`config.mk`:
```
export PLATFORM = sky130hd
export DESIGN_NAME = slice_fill_sequencer
export DESIGN_NICKNAME = d
export VERILOG_FILES = /design/src/rtl/slice_fill_sequencer.sv
export SDC_FILE = /design/constraint.sdc
export NUM_CORES = 1
export LEC_CHECK = 0
export ABC_CLOCK_PERIOD_IN_PS = 2100
export CAP_MARGIN = 20
export CORE_MARGIN = 8
export CORE_UTILIZATION = 41
export DETAILED_ROUTE_END_ITERATION = 10
export GPL_TIMING_DRIVEN = 0
export PLACE_DENSITY = 0.79
export SLEW_MARGIN = 30
export SYNTH_ARGS = -nofsm -noshare
export SYNTH_HDL_FRONTEND = slang
export SYNTH_SLANG_ARGS = --single-unit
```
`constraint.sdc`:
```
create_clock -name clk -period 2.1 [get_ports clk]
set_input_delay 0.42 -clock clk [delete_from_list [all_inputs] [get_ports clk]]
set_output_delay 0.42 -clock clk [all_outputs]
set_load 0.02 [all_outputs]
```
`src/rtl/slice_fill_sequencer.sv`:
```
// slice_fill_sequencer
// Sequences a bank of NSLICE buffer_slice shift registers used as line
// buffers so that row r ends up holding line r of a frame.
//
// Ports
//   clk          single clock, all state updates on posedge
//   rst          asynchronous active-low reset
//   start        begin a frame (honoured only in IDLE)
//   in_valid     upstream sample valid
//   in_data      upstream sample
//   in_ready     sample accepted when in_valid && in_ready
//   slice_wen    per-slice write enable (one-hot or zero)
//   slice_pop    per-slice pop (one-hot or zero)
//   slice_din    data shared by all slices
//   row          current row pointer
//   busy         high whenever not IDLE
//   frame_valid  all rows filled, window contents stable
//   frame_ready  consumer releases the frame
module slice_fill_sequencer #(
  parameter int unsigned DWIDTH   = 8,
  parameter int unsigned SLICE    = 8,
  parameter int unsigned NSLICE   = 3,
  parameter int unsigned LINE_LEN = 8,
  localparam int unsigned RW = (NSLICE > 1) ? $clog2(NSLICE) : 1,
  localparam int unsigned CW = $clog2(LINE_LEN + 1)
) (
  input  logic              clk,
  input  logic              rst,
  input  logic              start,
  input  logic              in_valid,
  input  logic [DWIDTH-1:0] in_data,
  output logic              in_ready,
  output logic [NSLICE-1:0] slice_wen,
  output logic [NSLICE-1:0] slice_pop,
  output logic [DWIDTH-1:0] slice_din,
  output logic [RW-1:0]     row,
  output logic              busy,
  output logic              frame_valid,
  input  logic              frame_ready
);

  typedef enum logic [1:0] {
    IDLE,
    FILL,
    FLUSH,
    HOLD
  } state_t;

  state_t          state_q, state_d;
  logic [RW-1:0]   row_q, row_d;
  logic [CW-1:0]   col_q, col_d;
  logic [NSLICE-1:0] row_sel;

  always_ff @(posedge clk or negedge rst) begin
    if (!rst) begin
      state_q <= IDLE;
      row_q   <= '0;
      col_q   <= '0;
    end else begin
      state_q <= state_d;
      row_q   <= row_d;
      col_q   <= col_d;
    end
  end

  assign row_sel = NSLICE'(1) << row_q;

  always_comb begin
    state_d     = state_q;
    row_d       = row_q;
    col_d       = col_q;
    in_ready    = 1'b0;
    slice_wen   = '0;
    slice_pop   = '0;
    slice_din   = '0;
    frame_valid = 1'b0;

    case (state_q)
      IDLE: begin
        if (start) begin
          state_d = FILL;
          row_d   = '0;
          col_d   = '0;
        end
      end

      FILL: begin
        in_ready  = 1'b1;
        slice_din = in_data;
        if (in_valid) begin
          // wen+pop together: old stage0 enters the window, new sample lands in stage0
          slice_wen = row_sel;
          slice_pop = row_sel;
          col_d     = col_q + CW'(1);
          if (col_q == CW'(LINE_LEN - 1)) begin
            state_d = FLUSH;
          end
        end
      end

      FLUSH: begin
        // extra pop pushes the last sample still in stage0 into the window
        slice_pop = row_sel;
        col_d     = '0;
        if (row_q == RW'(NSLICE - 1)) begin
          state_d = HOLD;
        end else begin
          row_d   = row_q + RW'(1);
          state_d = FILL;
        end
      end

      HOLD: begin
        frame_valid = 1'b1;
        if (frame_ready) begin
          state_d = IDLE;
          row_d   = '0;
        end
      end

      default: begin
        state_d = IDLE;
        row_d   = '0;
        col_d   = '0;
      end
    endcase
  end

  assign row  = row_q;
  assign busy = (state_q != IDLE);

endmodule

```
==> flow_summary.json, run 1 <==
{
  "synth-compound-area-share_pct": 17.7,
  "fp.dieH_um": 57.8,
  "grt_setup_unrepaired": "false",
  "synth.avg_cell_area_um2": 9.67,
  "synth-edff-count": 0,
  "fin_nets": 138,
  "antenna_found_initial": 0,
  "min_period_over_period_pct": 95.9,
  "synth_top_area_cell": "dfrtp_1",
  "whs_ns": 0.428,
  "viasPerCell": 5.30,
  "yosysWarnings": 0,
  "finClkSkew_ns": 0.00834,
  "fill_cells": 144,
  "post-route-drc-count": 0,
  "num_io_pins": 32,
  "port_buffers": 31,
  "setup_tns_ns": 0,
  "dp.cells": 122,
  "yosysUniqueCellTypes": 30,
  "layout_setup_ws_ns": 0.0865,
  "hold_class": "primary input to asynchronous set/reset pin",
  "synth_top_family_by_area": "simple AND/OR/NAND/NOR gates",
  "synthSimpleGateAreaFrac_pct": 28.1,
  "die_area_mm2": 0.00334,
  "grt_pass1_wl_mm": 3.23,
  "grt_pass1_vias": 682,
  "end_kind": "output port",
  "highest_layer": "met4",
  "syn_inst": 74,
  "route.met3.wl_um": 152,
  "p_leak_nw": 0.581,
  "final_cell_mix": "clkdlybuf4s50_1 (15), buf_2 (12), and2_1 (9), ha_1 (9), dfrtp_1 (8)",
  "clock.fmax_mhz": 497,
  "gp_congestion": 0.773,
  "cp_max_fo": 10,
  "power_per_cell_area_mw_per_mm2": 1260,
  "vias": 689,
  "slew_viol_final": 0,
  "critPathLaunchType": "flip-flop",
  "ctsHtreeMaxLevel": 1,
  "hold_viol": 0,
  "synth_nets": 97,
  "worstSetupPathType": "flip-flop to output port",
  "synthFlopType": "dfrtp_1",
  "grt_max_degree": 11,
  "outcome": "finished clean",
  "cts_hold_buffers": 0,
  "regArea_um2": 200,
  "async_flop_share_pct": 100,
  "die_w_um": 57.8,
  "yosysSeqAreaShare_pct": 28.0,
  "grt_overflow": 0,
  "synth-xor-area-share_pct": 0,
  "yosys-mux-area-fraction_pct": 3.50,
  "clk_pin_slew_ns": 0.06,
  "ir_drop_mv": 0.816,
  "core_mm2": 0.00169,
  "period_needed_ns": 2.01,
  "synth.area.top_cells": "dfrtp_1 (28%), ha_1 (17%), and2_1 (8.7%)",
  "place_hpwl_mm": 1.49,
  "diodes": 0,
  "rows": 15,
  "drv_cap": 0,
  "final_common_cell": "clkdlybuf4s50_1",
  "drive_gt1_share_pct": 27.4,
  "cts_buffer_depth": 2,
  "clk_latency_ns": 0.26,
  "firstDrtPassIters": 4,
  "cts-root-buf": "clkbuf_4",
  "wire_per_inst_um": 15.2,
  "synth_top_area_share_pct": 28.0,
  "ant_nets": 0,
  "drtIter0Drc": 21,
  "slew_headroom_pct": 73.3,
  "grt_use_total_pct": 11.9,
  "worst_slew_pin_slew_ns": 0.390,
  "cts_made_buffers": 3,
  "area_growth_pct": 50.2,
  "fin_cells": 130,
  "synthAdderAreaFrac_pct": 17.5,
  "cts.sinks": 8,
  "multi_input_area_um2": 493,
  "cp.required_ns": 1.68,
  "routed_wl_mm": 1.97,
  "arrival_ns": 1.59,
  "syn_area_um2": 716,
  "cts_tree": "built",
  "post-place-ws_ns": -0.673,
  "synth_seq_cells": 8,
  "wl_met2_um": 895,
  "start_util_pct": 42.4,
  "wl_met1_um": 877,
  "finalSetupViolCount": 0
}
## stage by stage
step	area, um^2	util, %	power [mW]
2_1_floorplan	716	-	0.845
3_3_place_gp	1050	62.0	1.16
3_5_place_dp	1050	62.0	1.18
4_1_cts	1090	64.6	1.34
5_1_grt	1070	63.6	1.46
6_report	1070	63.6	1.36
## timing repair
| item | CTS | global route |
|---|---|---|
| hold endpoints to repair | 0 | 0 |
| gates resized for setup | 52 | 9 |
| setup buffers | 2 | 3 |
| setup endpoints to repair | 15 | 8 |
| pin swaps | 0 | 0 |
## power breakdown
part	internal (mW)	switching, mW	total [mW]	leakage (nW)
sequential	0.199	0.0475	0.247	0.106
combinational	0.478	0.508	0.986	0.461
clock	0.0658	0.0588	0.125	0.0138
total	0.744	0.614	1.36	0.581
## flip-flops by register name (all words and copies together), names as in the netlist
signal   flops
state_q      2
col_q        4
row          2
## cell usage after synthesis, drive strengths merged (2+ instances only)
cell,count
and2,10
and3,3
clkbuf,2
dfrtp,8
ha,10
inv,5
nand2,3
nand3,2
nand3b,2
nor2,2
nor2b,4
o211a,3
o21ai,2
o31ai,3
## critical path: stages (launching register included)
cell and delay (ns):
dfrtp_1 0.40, inv_2 0.11, ha_4 0.17, clkbuf_8 0.16, clkbuf_4 0.17, and2_1 0.14
buf_2 0.17
## final timing paths
path                       startpoint           end  slack (ns)  cells after the start
setup / recovery           state_q[1]  slice_din[0]        0.09                      6
setup reg to reg           state_q[0]      col_q[0]        0.22                      6
min in group clk             col_q[0]      col_q[0]        0.59                      1
hold / removal                    rst    state_q[1]        0.43                      1
hold reg to reg              col_q[0]      col_q[0]        0.59                      1
max in group asynchronous         rst      col_q[2]        1.40                      1
## area by class of cell
class | count | share of cell area (%)
buffer | 3 | 3.03
tap | 17 | 1.98
timing repair buffer | 36 | 26.7
clock buffer | 3 | 2.10
inverter | 5 | 1.75
sequential | 8 | 18.6
multi-input combinational | 58 | 45.9
## logic make-up after synthesis
group	Yosys count
AOI/OAI and AO/OA	15
and+or+nand+nor	31
buffers and inverters	8
adders and majority gates	10
DFF	8
muxes	2
## layer usage
metal | vias up | GRT usage (%)
met3 | 8 | 3.97
met2 | 29 | 20.3
met4 | 0 | 4.20
met1 | 305 | 13.6
met5 | - | 0
li1 | 347 | -
Power figures use the tool's default switching activity.
==> run 2, diff against run 1 <==
HOLD_SLACK_MARGIN = 0.12   (was not set)
==> results of run 2 <==
The final DEF is identical to that of run 1; final timing and power are the same.
==> run 3, diff against run 2 <==
CELL_PAD_IN_SITES_DETAIL_PLACEMENT = 0   (was not set)
CELL_PAD_IN_SITES_GLOBAL_PLACEMENT = 1   (was not set)
CORE_UTILIZATION = 29   (was 41)
PLACE_DENSITY = not set   (was 0.79)
PLACE_DENSITY_LB_ADDON = 0.1   (was not set)
RECOVER_POWER = 100   (was not set)
==> run 3 against run 2 <==
  * Design area is 2.0% lower
  * Count of clock-buffer cells in the layout stayed put
  * Wire length is 3.2% lower
  * Die area is 29% higher
  * Global-route usage is 2.7 points lower
  * Sequential share of layout area is 0.38 points higher
  * Maximum frequency is 1.2% higher
  * Critical path depth stayed put
  * First-iteration DRC count is 29% lower
  * Core utilization is 20 points lower
  * Clock power is 11% lower
  * Via count is 2.2% lower
  * Largest power group unchanged
==> flow_summary.json, run 3 (synthesis results as in run 1) <==
{
  "finalSetupViolCount": 0,
  "gp_congestion": 0.754,
  "drtIter0Drc": 15,
  "grt_pass1_vias": 657,
  "cts-root-buf": "clkbuf_4",
  "layout_setup_ws_ns": 0.111,
  "clockPowerShare_pct": 8.8,
  "r2r_cells": 6,
  "switching_power_mw": 0.580,
  "hold_class": "primary input to asynchronous set/reset pin",
  "timing.critical_path.buf_inv": 4,
  "place_hpwl_mm": 1.50,
  "min_period_over_period_pct": 94.7,
  "grt_overflow": 0,
  "end_kind": "output port",
  "grt_setup_unrepaired": "false",
  "whs_ns": 0.526,
  "clk_pin_slew_ns": 0.05,
  "critPathLaunchType": "flip-flop",
  "hold_viol": 0,
  "slew_viol_final": 0,
  "design_area_mm2": 0.00105,
  "placed_area_mm2": 0.00106,
  "clock.fmax_mhz": 503,
  "viasPerCell": 4.71,
  "cts.sinks": 8,
  "start_util_pct": 29.7,
  "die_area_mm2": 0.00431,
  "arrival_ns": 1.57,
  "worstSetupPathType": "flip-flop to output port",
  "vias": 674,
  "worst_slew_pin_slew_ns": 0.367,
  "die_w_um": 65.7,
  "finClkSkew_ns": 0.00735,
  "drv_cap": 0,
  "diodes": 0,
  "grt_max_degree": 11,
  "fin_nets": 138,
  "area_growth_pct": 47.2,
  "internal-power_mw": 0.685,
  "outcome": "finished clean",
  "grt_pass1_wl_mm": 3.19,
  "setup_tns_ns": 0,
  "crit_chain": "inv_2 -> ha_4 -> clkbuf_8 -> clkbuf_4 -> and3_1 -> buf_2",
  "cp_max_fo": 10,
  "grt_use_total_pct": 9.26,
  "antenna_found_initial": 0,
  "power_per_cell_area_mw_per_mm2": 1200,
  "drive_gt1_share_pct": 23.9,
  "rows": 18,
  "cts_buffer_depth": 2,
  "slew_headroom_pct": 74.9,
  "critical-path-max-stage-delay_ns": 0.40,
  "routed_wl_mm": 1.91,
  "core_mm2": 0.00241,
  "cts_made_buffers": 3,
  "p_leak_nw": 0.552,
  "cts_hold_buffers": 0,
  "seqPwrFrac_pct": 19.4,
  "ir_drop_mv": 0.611,
  "num_io_pins": 32,
  "final_common_cell": "clkdlybuf4s50_1",
  "firstDrtPassIters": 4,
  "slowest_stage": "dfrtp_1",
  "cp.required_ns": 1.68,
  "path_delay_family": "buffers and inverters",
  "period_needed_ns": 1.99,
  "fill_cells": 246,
  "fp.dieH_um": 65.7,
  "swShare_pct": 45.9,
  "post-route-drc-count": 0,
  "post-place-ws_ns": -0.695,
  "worstReg2RegEnd": "col_q[0]",
  "final_cell_mix": "clkdlybuf4s50_1 (12), clkbuf_2 (11), and2_1 (9), ha_1 (9), dfrtp_1 (8)",
  "finalPower_mw": 1.27,
  "ctsHtreeMaxLevel": 1,
  "top_register": "col_q",
  "cts_tree": "built",
  "r2r_start": "state_q[0]",
  "port_buffers": 31,
  "comb_power_share_pct": 71.8,
  "rrSetupSlack_ns": 0.16,
  "largest_reg_flops": 4,
  "clk_latency_ns": 0.25,
  "wire_per_inst_um": 13.3,
  "ant_nets": 0
}
[run 3: cell count changes in the layout (fill, tap and decap cells not counted), moves of 2 or more]
cell,previous run,this run
buf_2,12,2
clkbuf_2,0,11
clkdlybuf4s50_1,15,12
dlygate4sd3_1,0,3
o21ai_0,0,2
o21ai_1,2,0
[run 3: final cells by class]
| class | count | area [um^2] | area share (%) |
|---|---|---|---|
| multi-input combinational | 58 | 470 | 44.7 |
| timing repair buffer | 36 | 278 | 26.4 |
| sequential | 8 | 200 | 19.0 |
| tap | 30 | 37.5 | 3.56 |
| buffer | 3 | 26.3 | 2.49 |
| clock buffer | 3 | 22.5 | 2.14 |
| inverter | 5 | 18.8 | 1.78 |
[run 3: worst max path at each step]
stage | from | endpoint | slack [ns] | cells after the start
floorplan | state_q[1] | slice_wen[2] | 0.03 | 5
global placement | state_q[1] | slice_wen[2] | -0.68 | 6
detailed placement | state_q[1] | slice_wen[2] | -0.70 | 6
CTS | state_q[1] | slice_pop[0] | 0.002 | 6
global route | state_q[1] | slice_wen[2] | 0.008 | 6
finish | state_q[1] | slice_wen[2] | 0.11 | 6
[run 3: metal layers]
metal  up-vias  track usage [%]  wire, um
met5         -                0         0
li1        346                -         -
met1       304             10.4       912
met2        22             14.3       815
met4         0             3.27        12
met3         2             5.27       167
[run 3: stage by stage]
stage               instances  util (%)
finish                    143      43.7
CTS                       139      45.1
floorplan                  74         -
detailed placement        135      44.1
global route              143      43.7
global placement          135      44.1
[run 3: timing repair]
action	in CTS	in global routing
resized for setup	54	7
setup buffers	1	4
setup endpoints to repair	15	7
[run 3: power by group through the flow]
stage	Combinational, mW	Clock (mW)	Sequential [mW]
6_report	0.908	0.111	0.245
5_1_grt	1.01	0.131	0.251
4_1_cts	0.953	0.119	0.246
3_5_place_dp	0.936	0	0.248
3_3_place_gp	0.934	0	0.246
2_1_floorplan	0.599	0	0.246
[run 3: worst register-to-register path, cell delays in order (launching register included)]
cell	delay (ns)
dfrtp_1	0.41
inv_1	0.14
ha_1	0.24
nor2b_1	0.13
clkbuf_2	0.17
or3_4	0.41
mux2_1	0.32
==> RTL edit, RTL diff (config.mk and constraints of run 1) <==
The 4 states of `state_t` get a one-hot encoding in 4 bits.
--- a/src/rtl/slice_fill_sequencer.sv
+++ b/src/rtl/slice_fill_sequencer.sv
@@ -40,9 +40,9 @@
 );
 
-  typedef enum logic [1:0] {
-    IDLE,
-    FILL,
-    FLUSH,
-    HOLD
+  typedef enum logic [3:0] {
+    IDLE  = 4'b0001,
+    FILL  = 4'b0010,
+    FLUSH = 4'b0100,
+    HOLD  = 4'b1000
   } state_t;
 
Check against the original RTL: no difference found for any inputs over 10 cycles, from zero or initial values and one cycle with rst low; not proved beyond that.
==> RTL edit against run 1 <==
Largest power group unchanged. The flow now finishes with violations (negative setup slack). Sequential cell count rose by 2. Total power fell by 17%. Setup slack got worse by 0.19 ns. Final area rose by 16%. Die area rose by 5.0%. Via count rose by 19%. Clock skew fell by 0.0048 ns. Register-to-register slack improved by 0.19 ns. Area after synthesis rose by 7.0%. Cell count rose by 15%. Routed wire length rose by 29%.
==> RTL edit: results (changes against run 1) <==
WP data arrival 1.79 ns (+0.20 ns); Synth cell types 32 (+6.7%); first-pass GRT wire length 3933 µm (+22%); wire per inst 16.93 µm (+12%); failing checks negative setup slack; post-synth net total 99 (+2.1%); worst slack, placed -0.5561 ns (+0.1167 ns); met2 wire length 1195 µm (+34%); vias in the first global route 892 (+31%); Synth Instances 82 (+11%); M1 WL 1007 µm (+15%); Initial DRC Count 15 (-29%); final setup fails 14 (+14); Max-Slew Margin vs Limit 65.38% (-7.9 points); met3 wire len 283 µm (+86%); Peak VDD IR 0.5708 mV (-30%); share of cells above drive strength 1 42.40% (+15 points); status finished with violations; delay of the slowest critical-path stage 0.52 ns (+0.12 ns); Crit-path slowest cell or4b_4; Leakage Power 0.5349 nW (-7.9%); mux contribution to synthesized area 1.307% (-2.2 points); combinational power share 64.8% (-7.8 points); largest cells by area after synthesis dfrtp_1 (29%), and2_1 (6.5%), ha_1 (6.5%); Worst Skew 0.003521 ns (-0.004820 ns); Synth Area in Compound Gates 16.01% (-1.6 points); R2R depth 4 (-2); HPWL after DPL 1721 µm (+15%); Post-synth top cells dfrtp_1 (9), and2_1 (8), inv_1 (8); crit path max fanout 5 (-5); family with the most delay on the worst path simple AND/OR/NAND/NOR gates; worst setup margin -0.1065 ns (-0.1929 ns); Placed Area 1107 µm² (+5.7%); Psw 463.8 µW (-24%); GRT Overall Usage 14.46% (+2.5 points); WL final 2540 µm (+29%)
[RTL edit: cell count changes in the layout (fill, tap and decap cells not counted), sizes merged, moves of 3 or more]
cell   delta
nor3b     +3
nor4b     +4
or4b      +3
nand3     +3
buf      +10
ha        -6
o211a     -3
[RTL edit: final timing paths]
kind / from / endpoint / slack [ns]
setup / recovery: state_q[2] / slice_wen[0] / -0.11
hold / removal: rst / col_q[0] / 0.47
setup reg to reg: state_q[2] / col_q[2] / 0.41
hold reg to reg: col_q[1] / col_q[1] / 0.55
max in group asynchronous: rst / state_q[0] / 1.28
min in group clk: col_q[1] / col_q[1] / 0.55
[RTL edit: through the flow]
step	TNS, ns	utilization [%]	hold slack, ns
4_1_cts	-0.5894	67.46	0.4860
6_report	-1.156	71.47	0.4688
3_3_place_gp	-6.741	63.44	0.5331
3_5_place_dp	-6.662	63.44	0.5403
5_1_grt	-1.821	71.47	0.5176
2_1_floorplan	0	-	0.1244
[RTL edit: final cells by class]
cell class                      count  area [µm²]
Multi-Input combinational cell     60       508.0
Clock buffer                        4       26.28
Fill cell                         136       498.0
Inverter                            8       33.78
Buffer                              4       31.28
Tap cell                           25       31.28
Timing Repair Buffer               39       364.1
Sequential cell                    10       252.7
[RTL edit: power groups by stage]
stage	combinational, mW	clock, mW	sequential, mW
3_3_place_gp	0.584	0	0.249
3_5_place_dp	0.601	0	0.251
6_report	0.733	0.148	0.249
5_1_grt	0.791	0.158	0.252
2_1_floorplan	0.383	0	0.246
4_1_cts	0.655	0.146	0.248
[RTL edit: logic make-up after synthesis]
kind of cell    Yosys count
mux                       1
fa+ha+maj                 4
flops                    10
compound gates           16
buf+inv                  12
simple gates             39
[RTL edit: per-layer routing]
metal | vias to the layer above | GRT usage (%)
met5 | - | 0
met4 | 0 | 8.532
met3 | 4 | 6.291
met2 | 41 | 22.65
met1 | 386 | 15.72
li1 | 389 | -
[RTL edit: timing repair]
action | CTS | global route
hold buffers | 0 | 0
buffers inserted | 5 | 3
pin swaps | 0 | 0
endpoints found under the hold margin | 0 | 0
resized for setup | 92 | 14
cloned | 0 | 0
setup endpoints to repair | 17 | 17
[RTL edit: worst register-to-register path, delay by kind of cell (launching register included)]
family,cells,cell delay [ns]
compound gates,1,0.09
buf+inv,1,0.17
flops,1,0.42
simple gates,2,0.93
